`src/rtl/game_timing_pkg.sv`:
```
// Shared timing constants, game phase encoding and counter sizing helper
// for the Dino game tick scheduler.
package game_timing_pkg;

   // Game phase encoding as seen on the state output.
   typedef enum logic [1:0] {
      S_IDLE  = 2'd0,
      S_RUN   = 2'd1,
      S_PAUSE = 2'd2,
      S_OVER  = 2'd3
   } state_t;

   // Board defaults for a 100 MHz system clock.
   localparam int DEF_SCAN_DIV       = 100_000;
   localparam int DEF_FRAME_DIV_INIT = 2_000_000;
   localparam int DEF_FRAME_DIV_MIN  = 800_000;
   localparam int DEF_FRAME_DIV_STEP = 50_000;
   localparam int DEF_SPEEDUP_FRAMES = 500;
   localparam int DEF_BLINK_DIV      = 25_000_000;

   localparam int FRAME_W = 32;
   localparam int LEVEL_W = 5;

   // Width of a counter that must be able to hold the value n itself
   // (the modulus is carried on the same bus as the count).
   function automatic int cnt_width(input int n);
      int w;
      w = $clog2(n + 1);
      return (w < 1) ? 1 : w;
   endfunction

endpackage

```
`src/rtl/strobe_gen.sv`:
```
// Modulus counter producing a registered one-cycle strobe on every wrap.
// The count advances only while en is high; clr (or rst) returns it to 0.
module strobe_gen #(
   parameter int W = 8
) (
   input  logic         clk,
   input  logic         rst,
   input  logic         en,
   input  logic         clr,
   input  logic [W-1:0] modulus,
   output logic         strobe
);

   logic [W-1:0] cnt;
   logic         at_end;

   // >= rather than == so a modulus lowered below the current count
   // still wraps instead of running all the way round the counter.
   assign at_end = (cnt >= (modulus - W'(1)));

   // Count, wrap, and register the strobe one cycle after the wrap point.
   always_ff @(posedge clk) begin
      if (rst || clr) begin
         cnt    <= '0;
         strobe <= 1'b0;
      end else if (en) begin
         if (at_end) begin
            cnt    <= '0;
            strobe <= 1'b1;
         end else begin
            cnt    <= cnt + W'(1);
            strobe <= 1'b0;
         end
      end else begin
         strobe <= 1'b0;
      end
   end

endmodule

```
`src/rtl/game_tick_ctrl.sv`:
```
// Dino game timing scheduler: display-scan strobe, accelerating frame tick,
// pause/game-over blink level and the idle/run/pause/over phase machine.
// Everything runs on clk using clock enables; all outputs are registered.
module game_tick_ctrl
   import game_timing_pkg::*;
#(
   parameter int SCAN_DIV       = DEF_SCAN_DIV,
   parameter int FRAME_DIV_INIT = DEF_FRAME_DIV_INIT,
   parameter int FRAME_DIV_MIN  = DEF_FRAME_DIV_MIN,
   parameter int FRAME_DIV_STEP = DEF_FRAME_DIV_STEP,
   parameter int SPEEDUP_FRAMES = DEF_SPEEDUP_FRAMES,
   parameter int BLINK_DIV      = DEF_BLINK_DIV
) (
   input  logic                clk,
   input  logic                rst,
   input  logic                start,
   input  logic                pause_btn,
   input  logic                collide,
   output logic                scan_tick,
   output logic                frame_tick,
   output logic                blink,
   output logic [1:0]          state,
   output logic [LEVEL_W-1:0]  speed_level,
   output logic [FRAME_W-1:0]  frame_period
);

   localparam int SCAN_W  = cnt_width(SCAN_DIV);
   localparam int BLINK_W = cnt_width(BLINK_DIV);
   localparam int TICK_W  = cnt_width(SPEEDUP_FRAMES);

   localparam logic [FRAME_W-1:0] P_INIT = FRAME_W'(FRAME_DIV_INIT);
   localparam logic [FRAME_W-1:0] P_MIN  = FRAME_W'(FRAME_DIV_MIN);
   localparam logic [FRAME_W-1:0] P_STEP = FRAME_W'(FRAME_DIV_STEP);
   localparam logic [TICK_W-1:0]  TICK_LAST = TICK_W'(SPEEDUP_FRAMES - 1);
   localparam logic [LEVEL_W-1:0] LEVEL_MAX = '1;

   state_t               state_q;
   logic [FRAME_W-1:0]   period_q;
   logic [LEVEL_W-1:0]   level_q;
   logic [TICK_W-1:0]    tick_q;
   logic                 blink_q;

   logic                 in_run;
   logic                 in_hold;
   logic                 in_rest;
   logic                 blink_strobe;
   logic [FRAME_W-1:0]   period_dec;
   logic                 lowered;

   assign in_run  = (state_q == S_RUN);
   assign in_hold = (state_q == S_PAUSE) || (state_q == S_OVER);
   assign in_rest = (state_q == S_IDLE)  || (state_q == S_OVER);

   // Display scan runs regardless of the game phase.
   strobe_gen #(.W(SCAN_W)) u_scan (
      .clk     (clk),
      .rst     (rst),
      .en      (1'b1),
      .clr     (1'b0),
      .modulus (SCAN_W'(SCAN_DIV)),
      .strobe  (scan_tick)
   );

   // Frame counter: a collision in RUN freezes it so the wrap cycle emits
   // no tick; the phase machine then moves to OVER which clears it.
   strobe_gen #(.W(FRAME_W)) u_frame (
      .clk     (clk),
      .rst     (rst),
      .en      (in_run && !collide),
      .clr     (in_rest),
      .modulus (period_q),
      .strobe  (frame_tick)
   );

   // Blink timebase only runs while paused or game over.
   strobe_gen #(.W(BLINK_W)) u_blink (
      .clk     (clk),
      .rst     (rst),
      .en      (in_hold),
      .clr     (!in_hold),
      .modulus (BLINK_W'(BLINK_DIV)),
      .strobe  (blink_strobe)
   );

   // Next shorter frame period, floored at the minimum; compared before
   // subtracting so the period can never wrap below zero.
   always_comb begin
      period_dec = P_MIN;
      if (period_q >= (P_MIN + P_STEP)) begin
         period_dec = period_q - P_STEP;
      end
      lowered = (period_dec < period_q);
   end

   // Phase machine plus speed-up and blink registers. The speed-up acts on
   // the registered frame tick, i.e. during the first cycle of the new
   // frame, so the shorter period governs that frame's wrap. Restart
   // assignments come last so they win over a coincident speed-up.
   always_ff @(posedge clk) begin
      if (rst) begin
         state_q  <= S_IDLE;
         period_q <= P_INIT;
         level_q  <= '0;
         tick_q   <= '0;
         blink_q  <= 1'b1;
      end else begin
         if (frame_tick) begin
            if (tick_q == TICK_LAST) begin
               tick_q   <= '0;
               period_q <= period_dec;
               if (lowered && (level_q != LEVEL_MAX)) begin
                  level_q <= level_q + LEVEL_W'(1);
               end
            end else begin
               tick_q <= tick_q + TICK_W'(1);
            end
         end

         if (in_hold && blink_strobe) begin
            blink_q <= ~blink_q;
         end

         case (state_q)
            S_IDLE: begin
               blink_q <= 1'b1;
               if (start) begin
                  state_q  <= S_RUN;
                  period_q <= P_INIT;
                  level_q  <= '0;
                  tick_q   <= '0;
               end
            end
            S_RUN: begin
               blink_q <= 1'b1;
               if (collide) begin
                  state_q <= S_OVER;
               end else if (pause_btn) begin
                  state_q <= S_PAUSE;
               end
            end
            S_PAUSE: begin
               if (pause_btn || start) begin
                  state_q <= S_RUN;
                  blink_q <= 1'b1;
               end
            end
            S_OVER: begin
               if (start) begin
                  state_q  <= S_RUN;
                  blink_q  <= 1'b1;
                  period_q <= P_INIT;
                  level_q  <= '0;
                  tick_q   <= '0;
               end
            end
            default: state_q <= S_IDLE;
         endcase
      end
   end

   assign state        = state_q;
   assign speed_level  = level_q;
   assign frame_period = period_q;
   assign blink        = blink_q;

endmodule

```
`config.mk`:
```
export PLATFORM = sky130hd
export DESIGN_NAME = game_tick_ctrl
export DESIGN_NICKNAME = d
export VERILOG_FILES = /design/src/rtl/game_timing_pkg.sv /design/src/rtl/strobe_gen.sv /design/src/rtl/game_tick_ctrl.sv
export SDC_FILE = /design/constraint.sdc
export NUM_CORES = 1
export LEC_CHECK = 0
export CAP_MARGIN = 20
export CORE_ASPECT_RATIO = 2
export CORE_MARGIN = 2
export CORE_UTILIZATION = 27
export DETAILED_ROUTE_END_ITERATION = 12
export SLEW_MARGIN = 20
export SYNTH_ARGS = -nofsm -noshare
export SYNTH_HDL_FRONTEND = slang
export SYNTH_SLANG_ARGS = --single-unit
```
`constraint.sdc`:
```
create_clock -name clk -period 5.1 [get_ports clk]
set_input_delay 1.02 -clock clk [delete_from_list [all_inputs] [get_ports clk]]
set_output_delay 1.02 -clock clk [all_outputs]
set_load 0.05 [all_outputs]
```
==> results.ini <==
[global_route]
grt.met3_usage = 0.03368
grt_overflow_total = 0
use_met1 = 0.1433
global_route.usage.met2 = 0.2875
grt.busiest_layer = met2
antenna_found_initial = 0
grt_pass1_vias = 6724
grt_max_degree = 32
grtUsageTotal = 0.1509
grt_pass1_wl_um = 34250

[sta]
hold_viol_final = 0
setup_violations = 0
rsz0062_at_grt = false
finalWorstSetupSlack_ns = 0.4204
hold_slack_ns = 0.4437
fin_setup_tns_ns = 0
clock_skew_ns = 0.008769
worstMarginPinSlew_ns = 1.133
drv_slew = 0
period_needed_ns = 4.680
relSlewSlack = 0.2448
max_clock_freq_mhz = 213.7
finalCritPeriodShare = 0.9176

[clocking]
h-tree-depth = 4
clock_sinks = 126
cts_tree = yes
post_cts_buffers = 0
cts_buffers = 17
cts_root_buf = clkbuf_16
clk_pin_slew_ns = 0.06
clk_path_buf_depth = 2
hold_buffers = 0
insertion_delay_ns = 0.44
ctsResizeCount = 0

[worst_setup_path]
worstPathMaxFanout = 31
reg2reg_setup_slack_ns = 0.42
cpPeakStageDelay_ns = 0.63
cp_common_cell = nor2_1
cp_cell_sequence = or4_1, nand4b_1, nor3_1, nand2_1, nor2_1, nand3_1, nor2_1, xnor2_1, ha_1, nand4_1, nor2_1, and2_1, or4b_2, o221ai_1, a211oi_1, o21ai_2, buf_4, nor2_1
path_delay_family = simple AND/OR/NAND/NOR gates
crit_path_end_kind = register
worstPathArrival_ns = 4.99
critPathLaunchType = register
cp.required_ns = 5.41
crit_type = register to register
worst-path-buf-inv = 1
critPathSlowestCell = or4b_2

[synthesis]
netlist_top_cells_area = dfxtp_1 (33%), ha_1 (8.6%), nor2_1 (8.5%)
synthArstFlopShare = 0
synth_area_leader_cell = dfxtp_1
syn_nets = 995
yosys_warnings = 0
ys_seq_elements = 126
syn_inst = 938
ys_types = 70
synth.avg_cell_area_um2 = 8.038
yosysMostFrequentCell = nor2_1
synthFlopType = dfxtp_1
synth-edff-count = 0
syn-cell-area_mm2 = 0.007540
yosys-top-cells-count = nor2_1 (170), dfxtp_1 (126), nand2_1 (81), xor2_1 (60), xnor2_1 (55)
ys_seq_area_frac = 0.3346
synth_top_area_share = 0.3346

[placement]
place_congestion = 0.9498
dpl_worst_slack_ns = 0.4235
hpwl_um = 16370
port_buffers = 46
dpl.cell_count = 1309

[final_layout]
finalNonFillerCells = 1341
area_growth_pct = 19.32
fill_cells = 2963
finalNetCount = 1033
drive_above_1_share = 0.06673
antenna_cells = 0

[detailed_routing]
vias = 6832
post_drt_wl_per_cell_um = 16.08
route.detailed.drc = 0
routed_wirelength_um = 21560
drt_iter0_drc = 249
vias_per_cell = 5.095
ant_nets = 0
dr.pass1.iters = 5

[power_and_ir_drop]
ir_drop_v = 0.0002228
powerDensity_mw_per_mm2 = 264.9
total_power_mw = 2.383
leakage_nw = 3.256

[floorplanning]
rows = 86
core_area_mm2 = 0.02755
io_pins = 47
die_h_um = 240.3
fp.dieArea_mm2 = 0.02936
initial_core_util = 0.2737
dieWidth_um = 122.2

[min_path]
holdCritPathClass = register to register

[status]
status = complete, no violations

[run]
cap_violations = 0

-- routing by layer --
| layer | part of all wire | wire length, um |
|---|---|---|
| met4 | 0.055 | 1184 |
| met3 | 0.040 | 858 |
| met2 | 0.55 | 11750 |
| met1 | 0.36 | 7765 |
| met5 | 0 | 0 |
-- kinds of logic after synthesis --
logic type | after synthesis | synth area share
AOI/OAI and AO/OA | 149 | 0.1349
xor gates and xnor gates | 115 | 0.1336
adders and majority gates | 52 | 0.08629
buffers and inverters | 72 | 0.04132
DFF | 126 | 0.3346
muxes | 2 | 0.002655
and+or+nand+nor | 422 | 0.2667
-- worst paths after layout --
kind,end,depth (start not counted),startpoint
setup / recovery,u_frame.cnt[31],18,frame_period[3]
hold / removal,u_blink.cnt[0],1,u_blink.cnt[0]
setup reg to reg,u_frame.cnt[31],18,frame_period[3]
hold reg to reg,u_blink.cnt[0],1,u_blink.cnt[0]
-- per-stage QoR --
stage	area (um^2)	util
2_1_floorplan	7546	-
3_3_place_gp	8372	0.3039
3_5_place_dp	8372	0.3039
4_1_cts	8996	0.3266
5_1_grt	8996	0.3266
6_report	8996	0.3266
-- power by group --
part / switching (mW) / total [mW] / internal [mW]
sequential: 0.00589 / 0.996 / 0.990
combinational: 0.0743 / 0.100 / 0.0257
clock: 0.478 / 1.29 / 0.809
total: 0.558 / 2.38 / 1.83
-- registers in the layout (all words and copies together) (netlist names), 2 cells and up --
register      cells
speed_level       5
frame_period     32
u_blink.cnt      25
state             2
u_scan.cnt       17
tick_q            9
u_frame.cnt      32
-- placed cells by master (no fill, tap or decap), types with 4 or more instances in the layout --
master,n
or3_1,6
xnor2_1,55
nor3_1,28
a21o_1,16
clkdlybuf4s50_1,46
dfxtp_1,126
ha_1,52
nand4_1,30
nand2b_1,8
o211ai_1,5
o31ai_1,4
nor2_1,170
and3_1,8
xor2_1,60
nor4_1,10
a221oi_1,4
inv_1,28
clkbuf_16,17
o21ai_0,41
and2_1,7
a211oi_1,4
a21oi_1,33
nand2_1,81
nor2b_1,10
buf_4,17
or4_1,7
nand3_1,37
-- layout make-up --
type	count	area [um^2]	share of cell area
timing repair buffer	63	588.1	0.06537
tap	352	440.4	0.04896
clock inverter	12	157.7	0.01752
inverter	28	105.1	0.01168
sequential	126	2522	0.2804
clock buffer	20	466.7	0.05188
multi-input combinational	740	4716	0.5242
No activity file was read; power rests on OpenSTA's default activity.
